File: src/rtl/tx_pkg.sv
// Transmit-side constants shared with the receive config path.
package tx_pkg;
   localparam int CHANNELS = 4;
endpackage

File: src/rtl/rx_pkg.sv
// Receive-side constants plus the discriminator config bundle and sequencer state encoding.
package rx_pkg;
   localparam int CHANNELS         = 4;
   localparam int SAMPLE_WIDTH     = 16;
   localparam int SRC_BITS         = $clog2(CHANNELS + tx_pkg::CHANNELS);
   localparam int MAX_DELAY_CYCLES = 64;
   localparam int TIMER_BITS       = $clog2(MAX_DELAY_CYCLES);

   localparam int THRESH_W = 2 * CHANNELS * SAMPLE_WIDTH;
   localparam int DELAY_W  = 3 * CHANNELS * TIMER_BITS;
   localparam int TSEL_W   = CHANNELS * SRC_BITS;

   // Per channel: thresholds {high, low}, delays {digital, stop, start}; channel 0 in the LSBs.
   typedef struct packed {
      logic [THRESH_W-1:0] thresholds;
      logic [DELAY_W-1:0]  delays;
      logic [TSEL_W-1:0]   tsel;
      logic [CHANNELS-1:0] dis_mask;
   } disc_cfg_t;

   typedef enum logic [1:0] {
      SEQ_IDLE   = 2'd0,
      SEQ_DRAIN  = 2'd1,
      SEQ_APPLY  = 2'd2,
      SEQ_SETTLE = 2'd3
   } seq_state_e;
endpackage

File: src/rtl/sample_discriminator_config_sequencer_shadow_reg.sv
// Shadow register loaded by valid/ready; the active copy takes the shadow only on the apply strobe.
module disc_cfg_shadow_reg #(
   parameter int             W       = 8,
   parameter logic [W-1:0]   RST_VAL = '0
) (
   input  logic         adc_clk,
   input  logic         adc_reset,
   input  logic [W-1:0] load_data,
   input  logic         load_valid,
   input  logic         load_ready,
   input  logic         apply,
   output logic [W-1:0] active
);

   logic [W-1:0] shadow;

   always_ff @(posedge adc_clk or posedge adc_reset) begin
      if (adc_reset) begin
         shadow <= RST_VAL;
         active <= RST_VAL;
      end else begin
         if (load_valid && load_ready)
            shadow <= load_data;
         if (apply)
            active <= shadow;
      end
   end

endmodule

File: src/rtl/sample_discriminator_config_sequencer.sv
// Shadows discriminator config words and commits them atomically: hold, drain, swap, settle, release.
module sample_discriminator_config_sequencer
   import rx_pkg::*;
#(
   parameter int MAX_DELAY_CYCLES = rx_pkg::MAX_DELAY_CYCLES,
   parameter int PIPE_LATENCY     = 4,
   parameter int SETTLE_CYCLES    = 2,
   localparam int TIMER_BITS      = $clog2(MAX_DELAY_CYCLES),
   localparam int CH              = rx_pkg::CHANNELS
) (
   input  logic                           adc_clk,
   input  logic                           adc_reset,
   input  logic [2*CH*SAMPLE_WIDTH-1:0]   thresh_data,
   input  logic                           thresh_valid,
   output logic                           thresh_ready,
   input  logic [3*CH*TIMER_BITS-1:0]     delay_data,
   input  logic                           delay_valid,
   output logic                           delay_ready,
   input  logic [CH*SRC_BITS-1:0]         tsel_data,
   input  logic                           tsel_valid,
   output logic                           tsel_ready,
   input  logic [CH-1:0]                  disable_data,
   input  logic                           disable_valid,
   output logic                           disable_ready,
   input  logic                           commit_valid,
   output logic                           commit_ready,
   output logic [2*CH*SAMPLE_WIDTH-1:0]   thresholds_out,
   output logic [3*CH*TIMER_BITS-1:0]     delays_out,
   output logic [CH*SRC_BITS-1:0]         tsel_out,
   output logic [CH-1:0]                  disable_out,
   output logic                           discriminator_hold,
   output logic                           busy,
   output logic                           commit_done
);

   localparam int CNT_W = $clog2(MAX_DELAY_CYCLES + PIPE_LATENCY + SETTLE_CYCLES + 1);
   localparam logic [CNT_W-1:0] DRAIN_INIT  = CNT_W'(MAX_DELAY_CYCLES + PIPE_LATENCY - 1);
   localparam logic [CNT_W-1:0] SETTLE_INIT = CNT_W'(SETTLE_CYCLES - 1);

   seq_state_e       state, state_nxt;
   logic [CNT_W-1:0] cnt;
   logic             cfg_rdy;
   logic             commit_fire;
   logic             apply;
   disc_cfg_t        cfg_in;

   assign cfg_in = '{thresholds: thresh_data, delays: delay_data, tsel: tsel_data, dis_mask: disable_data};

   assign thresh_ready  = cfg_rdy;
   assign delay_ready   = cfg_rdy;
   assign tsel_ready    = cfg_rdy;
   assign disable_ready = cfg_rdy;
   assign commit_ready  = cfg_rdy;

   assign commit_fire = commit_valid && cfg_rdy;
   // Swap lands on the last drain edge so the new config is visible throughout APPLY.
   assign apply = (state == SEQ_DRAIN) && (cnt == '0);

   always_comb begin
      state_nxt = state;
      case (state)
         SEQ_IDLE:   if (commit_fire) state_nxt = SEQ_DRAIN;
         SEQ_DRAIN:  if (cnt == '0)   state_nxt = SEQ_APPLY;
         SEQ_APPLY:                   state_nxt = SEQ_SETTLE;
         SEQ_SETTLE: if (cnt == '0)   state_nxt = SEQ_IDLE;
         default:                     state_nxt = SEQ_IDLE;
      endcase
   end

   always_ff @(posedge adc_clk or posedge adc_reset) begin
      if (adc_reset) begin
         state              <= SEQ_IDLE;
         cnt                <= '0;
         cfg_rdy            <= 1'b0;
         busy               <= 1'b0;
         discriminator_hold <= 1'b0;
         commit_done        <= 1'b0;
      end else begin
         state       <= state_nxt;
         cfg_rdy     <= (state_nxt == SEQ_IDLE);
         busy        <= (state_nxt != SEQ_IDLE);
         commit_done <= (state == SEQ_SETTLE) && (cnt == '0);
         case (state)
            SEQ_IDLE: begin
               if (commit_fire) begin
                  cnt                <= DRAIN_INIT;
                  discriminator_hold <= 1'b1;
               end
            end
            SEQ_DRAIN:  if (cnt != '0) cnt <= cnt - CNT_W'(1);
            SEQ_APPLY:  cnt <= SETTLE_INIT;
            SEQ_SETTLE: begin
               if (cnt != '0) cnt <= cnt - CNT_W'(1);
               else           discriminator_hold <= 1'b0;
            end
            default: ;
         endcase
      end
   end

   disc_cfg_shadow_reg #(.W(2*CH*SAMPLE_WIDTH), .RST_VAL('0)) u_thresh (
      .adc_clk, .adc_reset, .load_data(cfg_in.thresholds), .load_valid(thresh_valid),
      .load_ready(cfg_rdy), .apply, .active(thresholds_out));

   disc_cfg_shadow_reg #(.W(3*CH*TIMER_BITS), .RST_VAL('0)) u_delay (
      .adc_clk, .adc_reset, .load_data(cfg_in.delays), .load_valid(delay_valid),
      .load_ready(cfg_rdy), .apply, .active(delays_out));

   disc_cfg_shadow_reg #(.W(CH*SRC_BITS), .RST_VAL('0)) u_tsel (
      .adc_clk, .adc_reset, .load_data(cfg_in.tsel), .load_valid(tsel_valid),
      .load_ready(cfg_rdy), .apply, .active(tsel_out));

   // Disable mask resets to all-ones so the discriminator starts bypassed.
   disc_cfg_shadow_reg #(.W(CH), .RST_VAL('1)) u_disable (
      .adc_clk, .adc_reset, .load_data(cfg_in.dis_mask), .load_valid(disable_valid),
      .load_ready(cfg_rdy), .apply, .active(disable_out));

endmodule

File: config.mk
export PLATFORM = sky130hd
export DESIGN_NAME = sample_discriminator_config_sequencer
export DESIGN_NICKNAME = d
export VERILOG_FILES = /design/src/rtl/tx_pkg.sv /design/src/rtl/rx_pkg.sv /design/src/rtl/sample_discriminator_config_sequencer_shadow_reg.sv /design/src/rtl/sample_discriminator_config_sequencer.sv
export SDC_FILE = /design/constraint.sdc
export NUM_CORES = 1
export LEC_CHECK = 0
export ABC_AREA = 1
export CAP_MARGIN = 20
export CORE_UTILIZATION = 52
export DETAILED_ROUTE_END_ITERATION = 12
export PLACE_DENSITY = 0.85
export SLEW_MARGIN = 20
export SYNTH_ARGS = -nofsm -noshare
export SYNTH_HDL_FRONTEND = slang
export SYNTH_SLANG_ARGS = --single-unit
export TNS_END_PERCENT = 10
File: constraint.sdc
create_clock -name adc_clk -period 25 [get_ports adc_clk]
set_clock_uncertainty 0.1 [all_clocks]
set_input_delay 5 -clock adc_clk [delete_from_list [all_inputs] [get_ports adc_clk]]
set_output_delay 5 -clock adc_clk [all_outputs]
set_load 0.02 [all_outputs]
After elaboration in Yosys (flattened, before gate mapping)

Index checks and enable logic that the tools add are counted.

Multiply operators: 0
Add/subtract/negate cells: 1
Divide/modulo/power cells: 0
Reduce and logical (&&, ||, !) cells: 16
Muxes and demuxes: 10
Equal/unequal tests: 6
Shift-type cells: 0
Magnitude comparators: 0
Bitwise logic cells: 0

Operators by type and width:

| kind                | count |
|---|---|
| $pmux 7 s3          | 1 |
| $mux 7              | 2 |
| $pmux 2 s4          | 1 |
| $logic_and 1x1->1   | 7 |
| $logic_not 7->1     | 1 |
| $reduce_bool 7->1   | 1 |
| $sub 7x1->7 const B | 1 |
| $mux 2              | 3 |
| $eq 2x2->1 const B  | 2 |
| $logic_not 2->1     | 2 |
| $ne 2x2->1 const B  | 2 |
| $reduce_bool 2->1   | 2 |
| $reduce_and 3->1    | 1 |
| $eq 2x1->1 const B  | 1 |
| $mux 1              | 2 |
| $ne 2x1->1 const B  | 1 |
| $pmux 1 s2          | 1 |
| $reduce_and 2->1    | 1 |
| $reduce_or 2->1     | 1 |

Memories: 0
Word-level logic and storage cells: 47
Input bits: 223
Memory bits (read-only): 0
Bits in latches: 0
Output and inout bits: 224
RAM bits: 0
Flip-flop bits (word level): 445

Longest topological paths before layout

Gate-level depths: netlist of run 1.

Depth in word-level cells: 4
Mapped depth: 10
Gate-level depth less buffers: 7

Modules after synthesis

A second synthesis of run 1 with hierarchy kept.

Cell total of the unflattened synthesis: 1,937
Area, all modules: 17,724.5 µm²

By module, submodules not included:

| module                                | area each (µm²) | cells each | times used | sequential area each (µm²) |
|---|---|---|---|---|
| disc_cfg_shadow_reg at u_thresh       | 9,995.8         | 1,096      | 1          | 6,406.1 |
| disc_cfg_shadow_reg at u_delay        | 5,736.8         | 617        | 1          | 3,603.5 |
| disc_cfg_shadow_reg at u_tsel         | 959.7           | 103        | 1          | 600.6 |
| sample_discriminator_config_sequencer | 711.9           | 87         | 1          | 325.3 |
| disc_cfg_shadow_reg at u_disable      | 320.3           | 34         | 1          | 210.2 |

Worst setup path after synthesis of run 1

No wires, ideal clock.

Kind: input-to-reg
Start: in thresh_valid
End: reg u_thresh.shadow[100]
Library setup time: 125 ps
Data arrival time: 5,858 ps
Buffers on the path: 2
Stages: 4
Setup slack: 18,918 ps
Path through: nand2_1 -> clkbuf_1 -> buf_2 -> mux2_2

Longest elaborated chain between the ends: 1

RTL lines:

| element              | RTL line                                               | text |
|---|---|---|
| from (decl)          | sample_discriminator_config_sequencer.sv:14            | `input logic thresh_valid,` |
| $logic_and 1x1->1    | sample_discriminator_config_sequencer_shadow_reg.sv:22 | `if (load_valid && load_ready)` |
| to (signal assigned) | sample_discriminator_config_sequencer_shadow_reg.sv:23 | `shadow <= load_data;` |
| to (decl)            | sample_discriminator_config_sequencer_shadow_reg.sv:15 | `logic [W-1:0] shadow;` |

Every way passes these cells.
A chain may end at the register's enable or synchronous reset.

==> results.py, run 1 <==
metrics = {
    "synth": {
        "ys_seq_area_frac": 0.664,
        "synthMuxAreaShare": 0.145,
        "synth_seq_cells": 445,
        "syn_area_sq_mm": 0.0168,
        "synth-xor-area-share": 0,
        "synth_top_family_by_area": "simple AND/OR/NAND/NOR gates",
        "synth.distinct_cells": 23,
        "synthesis.nets": 1677,
        "synth-simple-area-share": 0.159,
        "syn_area_per_cell_sq_um": 11.5,
        "synth_compound_area_frac": 0.00268,
        "yosysWarnings": 0,
        "synth_adder_area_share": 0.000746,
        "synthCells": 1453,
    },
    "clocking": {
        "cts-root-buf": "clkbuf_16",
        "cts_tree": "built",
        "cts.clk_slew.worst_paths_ns": 0.06,
        "numCtsBuffers": 45,
        "cts_sinks": 445,
        "clkLatencyLatePin_ns": 0.54,
        "cts-resized-gates": 0,
        "postCtsSetupBuffers": 0,
        "clk_path_buf_depth": 3,
        "cts_hold_buf": 0,
        "htreeDepth": 2,
    },
    "detailed_routing": {
        "first_pass_iters": 5,
        "met1_length_um": 16600,
        "wl_met2_um": 20300,
        "wl_per_cell_um": 18.6,
        "wl_met3_um": 4310,
        "finalWirelength_um": 43100,
        "ant_nets": 0,
        "routed_via_density": 5.15,
        "vias": 11916,
        "drc": 0,
        "drt_iter0_drc": 642,
        "highest_layer": "met5",
    },
    "setup_path": {
        "worst-r2r-setup-slack_ns": 21.64,
        "r2r-end": "u_delay.active[47]$_DFFE_PP0P_",
        "startpoint_type": "input port",
        "critPathArrivalTime_ns": 7.77,
        "required_ns": 25.41,
        "critPathCaptureType": "asynchronous set/reset pin",
        "worstSetupPathType": "in2async",
        "r2r_start": "cnt[0]$_DFFE_PP0P_",
        "cp_max_fo": 181,
        "r2r_cells": 7,
    },
    "die": {
        "coreArea_sq_mm": 0.0316,
        "die_h_um": 182,
        "die-area_sq_mm": 0.0330,
        "fp.dieW_um": 182,
        "ios": 447,
        "initial_core_util": 0.530,
        "num_rows": 65,
    },
    "timing": {
        "drv_slew": 0,
        "tightestPinTransition_ns": 1.09,
        "setup_viol": 0,
        "fin_crit_sh": 0.294,
        "period_needed_ns": 7.36,
        "rsz0062_at_grt": "false",
        "hold_viol": 0,
        "setup_tns_ns": 0,
        "fmax_mhz": 136,
        "slew_headroom": 0.272,
    },
    "placement": {
        "hpwl_um": 28700,
        "place.gp.congestion": 0.846,
        "placed_cell_area_sq_mm": 0.0214,
        "port_buffers": 446,
    },
    "run": {
        "drv_cap": 0,
    },
    "layout": {
        "drive_gt1_frac": 0.165,
        "area_delta_synth_final_pct": 37.2,
        "fin_nets": 2104,
        "fillCellCount": 2045,
        "area.sequential_sq_mm": 0.0111,
        "multi_input_comb_area_sq_mm": 0.00518,
        "final_common_cell": "nand2_1",
        "final_cell_mix": "nand2_1 (668), clkdlybuf4s50_1 (446), dfrtp_1 (437)",
        "fin_area_sq_mm": 0.0230,
    },
    "pwr": {
        "static-leakage-power_nw": 11.0,
        "peakVddDrop_v": 0.0000788,
        "p_per_area_mw_per_mm2": 131,
    },
    "global_route": {
        "grt_antenna_before_repair": 5,
        "grt_overflow": 0,
        "grt_max_degree": 182,
        "grt_pass1_vias": 12332,
        "grt_pass1_wl_um": 67400,
        "gr-usage-all-layers": 0.264,
    },
    "worst_hold_path": {
        "min_path_type": "reg2reg",
        "holdPathStages": 2,
        "hold_end": "u_delay.active[3]$_DFFE_PP0P_",
        "hold_start": "u_delay.shadow[3]$_DFFE_PP0P_",
    },
    "outcome": {
        "outcome": "finished clean",
    },
}
-- kinds of logic (layout without fill, tap and decap cells) --
kind of cell | count (synthesis) | in the layout
other | 0 | 3
AOI/OAI and AO/OA | 8 | 8
and+or+nand+nor | 697 | 697
muxes | 216 | 216
adders and majority gates | 1 | 1
buffers and inverters | 86 | 544
DFF | 445 | 445
-- routing by layer --
| layer | GRT usage | vias up |
|---|---|---|
| met5 | 0 | - |
| met3 | 0.100 | 103 |
| met4 | 0.110 | 4 |
| met1 | 0.314 | 5878 |
| li1 | - | 5476 |
| met2 | 0.430 | 455 |
-- how the worst max path moves through the flow --
stage               slack, ns                              end       from
finish                  17.64  u_thresh.active[65]$_DFFE_PP0P_  adc_reset
global route            17.19  u_thresh.shadow[62]$_DFFE_PP0P_  adc_reset
CTS                     17.49  u_thresh.active[59]$_DFFE_PP0P_  adc_reset
detailed placement      16.91  u_thresh.active[59]$_DFFE_PP0P_  adc_reset
global placement        16.96  u_thresh.active[63]$_DFFE_PP0P_  adc_reset
floorplan                7.51                   busy$_DFF_PP0_  adc_reset
-- worst max-delay path, stage by stage --
cell and delay [ns]:
clkdlybuf4s50_1 0.49, inv_8 0.55, buf_4 0.78, buf_12 0.67
-- metrics by stage --
step,total power [W],worst slack [ns],utilization,hold slack (ns),instances
final,0.00301,17.64,0.728,0.365,2316
after detailed placement,0.00230,16.91,0.677,0.356,2235
after global placement,0.00225,16.96,0.677,0.349,2235
after global routing,0.00317,17.19,0.728,0.382,2313
after CTS,0.00303,17.49,0.728,0.365,2313
after floorplan,0.00182,7.51,-,0.343,1453
-- synthesized netlist by cell type, drive strengths merged --
| cell type | count | area (sq um) |
|---|---|---|
| dfrtp | 437 | 10900 |
| nand2 | 671 | 2520 |
| nand4 | 3 | 33.8 |
| nand3 | 8 | 40.0 |
| clkbuf | 10 | 37.5 |
| mux2 | 216 | 2430 |
| dfstp | 8 | 210 |
| a21oi | 1 | 5.00 |
| buf | 63 | 390 |
| or2 | 1 | 6.26 |
| inv | 13 | 48.8 |
| ha | 1 | 12.5 |
| o21ai | 5 | 25.0 |
| o21bai | 1 | 7.51 |
| nor2 | 14 | 65.1 |
| o211ai | 1 | 7.51 |
-- cell type report --
type | instances | area share
clock inverters | 16 | 0.0117
repair buffers | 453 | 0.197
well taps | 402 | 0.0218
multi-input cells | 922 | 0.225
flip-flops and latches | 445 | 0.484
clock buffers | 62 | 0.0579
diodes | 3 | 0.000326
inverters | 13 | 0.00244
-- power breakdown --
part           switching [W]  leakage, nW  internal (W)
combinational       0.000535         4.71      0.000512
sequential          0.000188         5.48       0.00106
clock               0.000273        0.794      0.000444
-- registers in the layout, indices dropped and copies added, names as in the netlist --
signal              flops
u_thresh.active       128
u_thresh.shadow       128
u_delay.active         72
u_delay.shadow         72
u_tsel.active          12
u_tsel.shadow          12
cnt                     7
u_disable.active        4
u_disable.shadow        4
state                   2
busy                    1
commit_done             1
commit_ready            1
discriminator_hold      1
Note: power is estimated with default switching activity, not from simulation.
==> inputs of run 2 (changes only) <==
--- a/config.mk
+++ b/config.mk
@@ -7,9 +7,9 @@
 export LEC_CHECK = 0
 export ABC_AREA = 1
 export CAP_MARGIN = 20
-export CORE_UTILIZATION = 52
+export CORE_UTILIZATION = 49
 export DETAILED_ROUTE_END_ITERATION = 12
-export PLACE_DENSITY = 0.85
+export PLACE_DENSITY = 0.81
 export SLEW_MARGIN = 20
 export SYNTH_ARGS = -nofsm -noshare
 export SYNTH_HDL_FRONTEND = slang
==> constraint.sdc (replaced) <==
create_clock -name adc_clk -period 6.8 [get_ports adc_clk]
set_clock_uncertainty 0.1 [all_clocks]
set_input_delay 1.36 -clock adc_clk [delete_from_list [all_inputs] [get_ports adc_clk]]
set_output_delay 1.36 -clock adc_clk [all_outputs]
set_load 0.02 [all_outputs]
==> results.py, run 2 (same netlist as run 1, synthesis figures left out) <==
metrics = {
    "outcome": {
        "outcome": "finished clean",
    },
    "clocking": {
        "clk_path_buf_depth": 3,
        "cts_sinks": 445,
        "htreeDepth": 2,
        "clkLatencyLatePin_ns": 0.56,
        "cts-resized-gates": 0,
        "cts_hold_buf": 0,
        "cts.clk_slew.worst_paths_ns": 0.06,
        "cts_tree": "built",
        "cts-root-buf": "clkbuf_16",
        "numCtsBuffers": 46,
        "postCtsSetupBuffers": 0,
    },
    "setup_path": {
        "crit_slowest_cell": "clkdlybuf4s50_1",
        "required_ns": 5.34,
        "critPathMaxStageDelay_ns": 0.71,
        "cp_max_fo": 11,
        "worstSetupPathType": "reg2out",
        "r2r-end": "u_delay.active[26]$_DFFE_PP0P_",
        "cp_top_family": "buffers and inverters",
        "critPathArrivalTime_ns": 1.94,
        "worst-r2r-setup-slack_ns": 3.80,
        "r2r_cells": 8,
        "startpoint_type": "flip-flop",
        "cp_cell_sequence": "clkdlybuf4s50_1",
        "cp_num_buf_inv": 1,
        "critPathCaptureType": "primary output",
        "r2r_start": "cnt[0]$_DFFE_PP0P_",
    },
    "worst_hold_path": {
        "hold_start": "u_disable.shadow[3]$_DFFE_PP1P_",
        "min_path_type": "reg2reg",
        "holdPathStages": 2,
        "hold_end": "u_disable.active[3]$_DFFE_PP1P_",
    },
    "placement": {
        "port_buffers": 446,
        "preCtsSetupSlack_ns": 3.16,
        "hpwl_um": 29800,
        "place.gp.congestion": 0.848,
    },
    "timing": {
        "drv_slew": 0,
        "tightestPinTransition_ns": 1.11,
        "rsz0062_at_grt": "false",
        "fin_crit_sh": 0.500,
        "period_needed_ns": 3.40,
        "setup_tns_ns": 0,
        "worst_slack_ns": 3.40,
        "setup_viol": 0,
        "fmax_mhz": 294,
        "holdWs_ns": 0.360,
        "slew_headroom": 0.263,
        "hold_viol": 0,
    },
    "layout": {
        "final_common_cell": "nand2_1",
        "fin_nets": 2110,
        "reg_top3": "u_thresh.active x128, u_thresh.shadow x128",
        "post-route-util": 0.688,
        "drive_gt1_frac": 0.165,
        "area_delta_synth_final_pct": 37.9,
        "final_cell_mix": "nand2_1 (668), clkdlybuf4s50_1 (446), dfrtp_1 (437)",
        "fillCellCount": 2387,
    },
    "detailed_routing": {
        "wl_per_cell_um": 18.6,
        "vias": 11940,
        "first_pass_iters": 5,
        "drc": 0,
        "ant_nets": 0,
        "finalWirelength_um": 44300,
        "drt_iter0_drc": 650,
        "routed_via_density": 5.03,
    },
    "run": {
        "drv_cap": 0,
    },
    "die": {
        "fp.dieW_um": 187,
        "ios": 447,
        "coreArea_sq_mm": 0.0336,
        "num_rows": 67,
        "initial_core_util": 0.499,
        "die_h_um": 187,
        "die-area_sq_mm": 0.0350,
    },
    "global_route": {
        "busiest_layer": "met2",
        "grt_pass1_wl_um": 70100,
        "groute.layer.met1.usage": 0.306,
        "grt_pass1_vias": 12612,
        "met3_usage": 0.0957,
        "met2_usage": 0.419,
        "grt_antenna_before_repair": 5,
        "grt_overflow": 0,
        "grt_max_degree": 192,
        "gr-usage-all-layers": 0.258,
    },
    "pwr": {
        "static-leakage-power_nw": 11.0,
        "peakVddDrop_v": 0.000290,
        "p_per_area_mw_per_mm2": 477,
        "power.total_w": 0.0110,
    },
}
## run 2: worst max path at each step
| stage | from | to | slack [ns] | cells after the start |
|---|---|---|---|---|
| global placement | thresh_valid | u_thresh.shadow[21]$_DFFE_PP0P_ | 3.17 | 4 |
| detailed placement | thresh_valid | u_thresh.shadow[113]$_DFFE_PP0P_ | 3.16 | 4 |
| finish | commit_ready$_DFF_PP0_ | disable_ready | 3.40 | 1 |
| CTS | commit_ready$_DFF_PP0_ | tsel_ready | 3.38 | 1 |
| global route | commit_ready$_DFF_PP0_ | tsel_ready | 3.36 | 1 |
| floorplan | adc_reset | busy$_DFF_PP0_ | -0.67 | 1 |
## run 2: metrics by stage
| stage | cell area (sq um) | cells |
|---|---|---|
| global placement | 21500 | 2285 |
| CTS | 23100 | 2371 |
| floorplan | 16800 | 1453 |
| finish | 23100 | 2376 |
| global route | 23100 | 2375 |
| detailed placement | 21500 | 2285 |
## run 2: layout make-up
type,instances,area (sq um),share of cell area
sequential,445,11100,0.482
timing repair buffer,458,4600,0.199
antenna,4,10.0,0.000433
multi-input combinational,922,5180,0.224
clock buffer,75,1400,0.0606
tap,448,561,0.0242
clock inverter,11,178,0.00768
inverter,13,52.6,0.00227
## run 2: per-layer routing
metal / part of all wire / wire length, um
met1: 0.38 / 16700
met2: 0.48 / 21100
met3: 0.10 / 4440
met4: 0.046 / 2030
met5: 0 / 0
## run 2: power breakdown
group	internal [W]	switching, W
combinational	0.00188	0.00197
clock	0.00156	0.00102
sequential	0.00390	0.000697
total	0.00734	0.00369
